File: src/rtl/sha_result_filter.sv
// Filters double-SHA256 results from the core: rebuilds each result's nonce, tests the
// h word against the block's mask, and queues winning {block_id, nonce} pairs for the host.
module sha_result_filter #(
  parameter int FIFO_DEPTH = 4,
  parameter int ID_W       = 8
) (
  input  logic            clk,
  input  logic            rst,
  input  logic            output_valid,
  input  logic            newblock_o,
  input  logic [255:0]    doublehash,
  input  logic [31:0]     nonce_base,
  input  logic [31:0]     hit_mask,
  output logic            result_valid,
  input  logic            result_ready,
  output logic [31:0]     result_nonce,
  output logic [ID_W-1:0] result_id,
  output logic [31:0]     hash_count,
  output logic            overflow,
  output logic            nonce_wrap
);

  localparam int AW = (FIFO_DEPTH > 1) ? $clog2(FIFO_DEPTH) : 1;
  localparam int CW = AW + 1;

  // Stage 0: per-block nonce tracking
  logic [31:0]     nonce_q, nonce_d;        // nonce the next non-newblock result will use
  logic            wrap_pend_q, wrap_pend_d;
  logic [ID_W-1:0] block_id_q, block_id_d;
  logic [31:0]     mask_q, mask_d;
  logic [31:0]     hash_count_q, hash_count_d;
  logic            nonce_wrap_q, nonce_wrap_d;
  logic [31:0]     cur_nonce;

  logic            s0_valid_q;
  logic [31:0]     s0_masked_q;
  logic [31:0]     s0_nonce_q;
  logic [ID_W-1:0] s0_id_q;

  logic            hit_q;
  logic [31:0]     s1_nonce_q;
  logic [ID_W-1:0] s1_id_q;

  // Only the h word (least significant 32 bits of {a..h}) takes part in the hit test.
  logic unused_hash_bits;
  assign unused_hash_bits = ^doublehash[255:32];

  // NOTE: every combinational output gets a default first so no latch is inferred.
  always_comb begin
    nonce_d      = nonce_q;
    wrap_pend_d  = wrap_pend_q;
    block_id_d   = block_id_q;
    mask_d       = mask_q;
    hash_count_d = hash_count_q;
    nonce_wrap_d = nonce_wrap_q;
    cur_nonce    = nonce_q;
    if (output_valid) begin
      if (newblock_o) begin
        cur_nonce    = nonce_base;
        block_id_d   = block_id_q + ID_W'(1);
        mask_d       = hit_mask;
        hash_count_d = 32'd1;
        nonce_wrap_d = 1'b0;
      end else begin
        if (hash_count_q != 32'hFFFF_FFFF) hash_count_d = hash_count_q + 32'd1;
        if (wrap_pend_q) nonce_wrap_d = 1'b1;
      end
      nonce_d     = cur_nonce + 32'd1;
      wrap_pend_d = (cur_nonce == 32'hFFFF_FFFF);
    end
  end

  // NOTE: sequential state uses non-blocking assignments so all registers update together.
  always_ff @(posedge clk or negedge rst) begin
    if (!rst) begin
      nonce_q      <= '0;
      wrap_pend_q  <= 1'b0;
      block_id_q   <= '0;
      mask_q       <= 32'hFFFF_FFFF;
      hash_count_q <= '0;
      nonce_wrap_q <= 1'b0;
      s0_valid_q   <= 1'b0;
      s0_masked_q  <= '0;
      s0_nonce_q   <= '0;
      s0_id_q      <= '0;
      hit_q        <= 1'b0;
      s1_nonce_q   <= '0;
      s1_id_q      <= '0;
    end else begin
      nonce_q      <= nonce_d;
      wrap_pend_q  <= wrap_pend_d;
      block_id_q   <= block_id_d;
      mask_q       <= mask_d;
      hash_count_q <= hash_count_d;
      nonce_wrap_q <= nonce_wrap_d;
      // The mask in effect is the freshly sampled one on a newblock cycle.
      s0_valid_q   <= output_valid;
      s0_masked_q  <= doublehash[31:0] & mask_d;
      s0_nonce_q   <= cur_nonce;
      s0_id_q      <= block_id_d;
      hit_q        <= s0_valid_q && (s0_masked_q == '0);
      s1_nonce_q   <= s0_nonce_q;
      s1_id_q      <= s0_id_q;
    end
  end

  // Stage 2: result FIFO with a registered head so the outputs hold once drained
  logic [31:0]     mem_nonce [FIFO_DEPTH];
  logic [ID_W-1:0] mem_id    [FIFO_DEPTH];
  logic [AW-1:0]   wr_ptr_q, rd_ptr_q, rd_next;
  logic [CW-1:0]   count_q, count_d;
  logic [31:0]     head_nonce_q, head_nonce_d;
  logic [ID_W-1:0] head_id_q, head_id_d;
  logic            overflow_q;
  logic            full, pop, push;

  assign full    = (count_q == CW'(FIFO_DEPTH));
  assign pop     = (count_q != '0) && result_ready;
  assign push    = hit_q && (!full || pop);
  assign rd_next = rd_ptr_q + AW'(1);

  always_comb begin
    count_d = count_q;
    if (push && !pop)      count_d = count_q + CW'(1);
    else if (!push && pop) count_d = count_q - CW'(1);
  end

  always_comb begin
    head_nonce_d = head_nonce_q;
    head_id_d    = head_id_q;
    if (count_d != '0) begin
      if (pop && count_q != CW'(1)) begin
        head_nonce_d = mem_nonce[rd_next];
        head_id_d    = mem_id[rd_next];
      end else if (pop || count_q == '0) begin
        head_nonce_d = s1_nonce_q;
        head_id_d    = s1_id_q;
      end
    end
  end

  // NOTE: storage is left unreset; occupancy and the head register define what is visible.
  always_ff @(posedge clk) begin
    if (push) begin
      mem_nonce[wr_ptr_q] <= s1_nonce_q;
      mem_id[wr_ptr_q]    <= s1_id_q;
    end
  end

  always_ff @(posedge clk or negedge rst) begin
    if (!rst) begin
      wr_ptr_q     <= '0;
      rd_ptr_q     <= '0;
      count_q      <= '0;
      head_nonce_q <= '0;
      head_id_q    <= '0;
      overflow_q   <= 1'b0;
    end else begin
      if (push) wr_ptr_q <= wr_ptr_q + AW'(1);
      if (pop)  rd_ptr_q <= rd_next;
      count_q      <= count_d;
      head_nonce_q <= head_nonce_d;
      head_id_q    <= head_id_d;
      if (hit_q && full && !pop) overflow_q <= 1'b1;
    end
  end

  assign result_valid = (count_q != '0);
  assign result_nonce = head_nonce_q;
  assign result_id    = head_id_q;
  assign hash_count   = hash_count_q;
  assign overflow     = overflow_q;
  assign nonce_wrap   = nonce_wrap_q;

endmodule
File: config.mk
export PLATFORM = sky130hd
export DESIGN_NAME = sha_result_filter
export DESIGN_NICKNAME = d
export VERILOG_FILES = /design/src/rtl/sha_result_filter.sv
export SDC_FILE = /design/constraint.sdc
export NUM_CORES = 1
export LEC_CHECK = 0
export BUFFER_PORTS_ARGS = -buffer_cell sky130_fd_sc_hd__buf_2
export CAP_MARGIN = 20
export CORE_MARGIN = 2
export CORE_UTILIZATION = 40
export DETAILED_ROUTE_END_ITERATION = 12
export MAX_ROUTING_LAYER = met4
export PLACE_DENSITY = 0.64
export SETUP_SLACK_MARGIN = 0.5
export SYNTH_ARGS = -nofsm -noshare
export SYNTH_HDL_FRONTEND = slang
export SYNTH_SLANG_ARGS = --single-unit
File: constraint.sdc
create_clock -name clk -period 2.6 [get_ports clk]
set_input_delay 0.26 -clock clk [delete_from_list [all_inputs] [get_ports clk]]
set_output_delay 0.26 -clock clk [all_outputs]
set_load 0.05 [all_outputs]
Word level (Yosys, flattened, before mapping) --
Memory sizes are Yosys's and may differ from the RTL's. Index checks and enable logic that the tools add are counted.
Operators by class: eq/ne operators 4, muxes and demuxes 17, reductions and logical operators 24, bitwise logic cells 1, add/sub/neg operators 7
Operator list (count):
- 32-bit 2-to-1 mux | 9
- 32-bit by 1-bit adder with 32-bit output, second input constant | 2
- 32-bit AND | 1
- 32-bit equality test, second input constant | 1
- 32-bit logical NOT | 1
- 32-bit != test, second input constant | 1
- 8-bit 2-to-1 mux | 2
- 8-bit by 1-bit adder with 8-bit output, second input constant | 1
- 1-bit logical AND | 8
- 2-bit AND reduction | 4
- 3-bit 2-to-1 mux | 2
- 2-bit nonzero test | 3
- 3-bit nonzero test | 2
- 2-bit by 1-bit adder with 2-bit output, second input constant | 2
- 1-bit 2-to-1 mux | 4
- 3-bit by 1-bit adder with 3-bit output, second input constant | 1
- 3-bit equality test, second input constant | 1
- 1-bit logical NOT | 3
- 3-bit logical NOT | 1
- 3-bit by 1-bit != test with 1-bit output, second input constant | 1
- 3-bit by 1-bit subtractor with 3-bit output, second input constant | 1
- 1-bit logical OR | 2
Word-level totals: output and inout bits 75, bits in registers 260, logic and storage cells 73, bits in writable memories 160, memories 2, bits of input ports 325
Memories:
- mem_nonce | depth 4, width 32, read ports 1, clocked after Yosys merged registers in 0, wr ports 1, RTL line 108 | logic [31:0] mem_nonce [FIFO_DEPTH];
- mem_id | depth 4, width 8, read ports 1, clocked after Yosys merged registers in 0, wr ports 1, RTL line 109 | logic [ID_W-1:0] mem_id [FIFO_DEPTH];

Logic depth before layout (Yosys ltp) --
depth in word-level cells 10, mapped depth 13, gate-level depth less buffers 9

Worst setup path after synthesis --
OpenSTA, ideal clock, no wires.
path kind input to register, start point input newblock_o, end point register nonce_q[22], path slack 96 ps, stages on the path 12, path buffers 4, arrival 2363 ps, required time 2458 ps, cell sequence buf_6 > buf_6 > buf_2 > buf_2 > mux2_2 > ha_1 > nand2_1 > a21oi_1 > nand4_1 > o211a_1 > o21ai_0 > o221ai_1
Between the ends: word-level cells in the longest chain between the ends 3
Ends and longest elaborated chain:
- start: declaration | RTL line 10 | input logic newblock_o,
- 32-bit 2-to-1 mux | RTL line 58 | if (newblock_o) begin
- 32-bit 2-to-1 mux | RTL line 57 | if (output_valid) begin
- 32-bit by 1-bit adder with 32-bit output | RTL line 68 | nonce_d = cur_nonce + 32'd1;
- end signal: assignment | RTL line 90 | nonce_q <= nonce_d;
- end: declaration | RTL line 27 | logic [31:0] nonce_q, nonce_d;
Every way passes these cells. The select of a mux whose other input is x is not followed. A chain may end at the register's enable or synchronous reset.

Worst setup path after layout --
start point register count_q[0], end point register head_nonce_q[17] (netlist: result_nonce[17])
Between the ends: word-level cells in the longest chain between the ends 10
Ends and longest elaborated chain:
- start: declaration | RTL line 111 | logic [CW-1:0] count_q, count_d;
- start signal: assignment | RTL line 161 | count_q <= count_d;
- 3-bit equality test or 3-bit nonzero test (tied branches) | RTL line 117, 118
- 1-bit logical NOT or 1-bit logical AND (tied branches) | RTL line 119, 118
- 1-bit logical OR | RTL line 119 | assign push = hit_q && (!full || pop);
- 1-bit logical AND | RTL line 119
- 1-bit logical NOT | RTL line 125 | else if (!push && pop) count_d = count_q - CW'(1);
- 1-bit logical AND | RTL line 125
- 3-bit 2-to-1 mux | RTL line 125
- 3-bit 2-to-1 mux | RTL line 124 | if (push && !pop) count_d = count_q + CW'(1);
- 3-bit nonzero test | RTL line 131 | if (count_d != '0) begin
- 2-bit AND reduction (no source line)
- end signal: assignment | RTL line 162 | head_nonce_q <= head_nonce_d;
- end: declaration | RTL line 112 | logic [31:0] head_nonce_q, head_nonce_d;
Several ways; a longest one is shown, not always the timed one.

==> results.yml <==
status:
  status: "complete, no violations"
sta:
  skew_ns: 0.0158
  final.setup.tns_ns: 0
  max_freq_mhz: 438
  finalMaxSlewViolations: 0
  rsz0062_at_grt: "yes"
  hold_viol: 0
  period_needed_ns: 2.28
  setup_violations: 0
  relSlewSlack_pct: 62.6
  worstMarginPinSlew_ns: 0.560
  period_share_pct: 87.9
global_route:
  antenna_found_initial: 9
  grt_usage_pct: 19.5
  grt_start_max_net_pins: 71
  grt_overflow: 0
  grt_pass1_wl_mm: 66.2
  grt_pass1_vias: 11971
floorplan:
  dieArea_um2: 45100
  rows: 76
  fp.dieH_um: 212
  design.core.area_um2: 43000
  die-width_um: 212
  io_pins: 400
  start_util_pct: 40.4
setup_path:
  required_ns: 3.09
  path_max_fanout: 8
  start_kind: "register"
  cp_data_arrival_time_ns: 2.77
  end_kind: "register"
  crit_type: "reg2reg"
route:
  num_vias: 11971
  first_pass_iters: 6
  antenna_left: 0
  routed_wirelength_mm: 42.7
  drt_first_iter_violations: 841
  drc: 0
  viasPerCell: 5.14
  wl_per_cell_um: 18.3
synthesis:
  syn-num-nets: 1687
  ys.flop_type: "dfrtp_1"
  synth_area_leader_cell: "dfrtp_1"
  synth_most_common_cell: "nand2_1"
  synthTopCellsByCount: "nand2_1 (232), dfrtp_1 (228), edfxtp_1 (160)"
  ys_types: 70
  postSynthCellCount: 1351
  ys_ff_latch: 420
  synth_top_area_share_pct: 32.8
  postSynthAreaPerCell_um2: 12.9
  synthArstFlopShare_pct: 61.9
  yosysSeqAreaShare_pct: 65.3
  synth_area_um2: 17400
  yosysWarnings: 0
  yosys-top-cells-area: "dfrtp_1 (33%), edfxtp_1 (28%), mux4_2 (5.2%), nand2_1 (5.0%), dfstp_2 (4.8%)"
  synth_enable_flop_cells: 160
clock_tree:
  clock_latency_ns: 0.57
  clk_pin_slew_worst_paths_ns: 0.06
  clockBufferDepth: 3
  cts_tree: "done"
  cts_root_buffer: "clkbuf_16"
  numCtsBuffers: 44
  h-tree-depth: 2
  cts_sinks: 420
placement:
  numPortBuffers: 175
  post_dp_cell_area_um2: 19600
  place_congestion: 0.829
  hpwl_mm: 26.3
pwr:
  irDropWorstVdd_uv: 912
  power.leakage_nw: 9.54
  power.density_nw_per_um2: 953
finish:
  drive_gt1_share_pct: 32.4
  areaGrowthSynthToFinish_pct: 31.0
  stdcell_area_um2: 22800
  nets: 2037
flow_run:
  maxCapViolCount: 0
worst_hold_path:
  min_path_type: "in2reg"
power breakdown:
group	total (W)	switching (W)	internal, W
Sequential	0.00861	0.000734	0.00788
Combinational	0.00684	0.00389	0.00296
Clock	0.00623	0.00258	0.00364
final cells by class:
class | instances | area, um^2
tap | 585 | 732
inverter | 25 | 96.3
timing repair buffer | 369 | 2940
clock inverter | 14 | 158
multi-input combinational | 841 | 6130
clock buffer | 67 | 1290
fill | 3632 | 20200
antenna | 8 | 20.0
sequential | 420 | 11400
kinds of logic (layout without fill, tap and decap cells):
logic type      Yosys count  in the layout  share of synthesized area [%]
simple gates            510            510                           13.7
flops                   420            420                           65.3
compound gates          156            156                           5.88
mux                     123            123                           10.1
buf+inv                  90            475                           2.10
xor+xnor                 39             39                           1.97
fa+ha+maj                13             13                          0.908
other cells               0              8                              0
layout by cell type (no fill, tap or decap), types with 9 or more instances in the layout:
cell	count
nand2_1	228
buf_4	73
a21oi_2	29
nor2_2	17
o21ai_0	27
nand4_1	27
nand3_1	37
mux4_2	40
nor3_1	13
clkbuf_1	15
dlygate4sd3_1	90
mux2_2	17
edfxtp_1	160
nor2_4	9
buf_2	168
dfrtp_1	199
xnor2_1	31
mux2i_1	63
nor2_1	68
dfrtp_2	29
buf_6	10
clkbuf_16	47
dfstp_2	32
and2_1	33
a21oi_1	29
nor4_1	11
buf_12	16
inv_1	21
sequential cells by signal, summed over array words and instances, names as in the netlist, 32 cells and up:
register,flops
result_nonce,32
s1_nonce_q,32
s0_masked_q,32
hash_count,32
mem_nonce,128
mem_id,32
nonce_q,32
s0_nonce_q,32
mask_q,32
layer usage:
| layer | share of wire [%] | vias to the layer above | wire length (um) | global-route usage (%) |
|---|---|---|---|---|
| met5 | 0 | - | 0 | - |
| met4 | 1.9 | 0 | 832 | 5.79 |
| met3 | 5.3 | 60 | 2270 | 3.09 |
| met2 | 47 | 350 | 20200 | 30.0 |
| met1 | 46 | 5973 | 19400 | 26.9 |
| li1 | - | 5588 | - | - |
worst paths after layout:
| check | startpoint | to | slack [ns] | cells after the start |
|---|---|---|---|---|
| max in group asynchronous | rst | nonce_q[2] | 1.53 | 3 |
| max | count_q[0] | result_nonce[17] | 0.32 | 11 |
| max reg2reg | count_q[0] | result_nonce[17] | 0.32 | 11 |
| min | nonce_base[14] | s0_nonce_q[14] | 0.04 | 3 |
| min reg2reg | s0_nonce_q[21] | s1_nonce_q[21] | 0.34 | 0 |
| min in group asynchronous | rst | result_nonce[25] | 0.22 | 2 |
timing repair:
action / in CTS / in global routing
setup buffers: 16 / 28
resized for setup: 27 / 69
setup endpoints to repair: 45 / 65
hold endpoints to repair: 148 / 0
cloned: 2 / 1
pin swaps: 6 / 14
hold buffers: 93 / 0
worst max-delay path: stages (launching register included):
cell and delay, ns:
dfrtp_1 0.41, inv_2 0.07, ha_4 0.19, nor2b_4 0.13, maj3_2 0.31, a211o_1 0.29
a41oi_4 0.20, buf_12 0.18, buf_8 0.13, buf_6 0.13, nor2_2 0.03, a21oi_1 0.12
stage by stage:
| stage | worst slack (ns) | util (%) | total power (W) | hold slack (ns) | instances |
|---|---|---|---|---|---|
| 3_5_place_dp | 0.193 | 45.6 | 0.0144 | 0.251 | 2100 |
| 4_1_cts | 0.353 | 51.8 | 0.0214 | 0.000946 | 2292 |
| 3_3_place_gp | 0.234 | 45.6 | 0.0142 | 0.250 | 2100 |
| 6_report | 0.316 | 52.9 | 0.0217 | 0.0420 | 2329 |
| 5_1_grt | 0.217 | 52.9 | 0.0227 | 0.0319 | 2329 |
| 2_1_floorplan | 0.353 | - | 0.0128 | -0.0356 | 1351 |
Power figures use the tool's default switching activity.
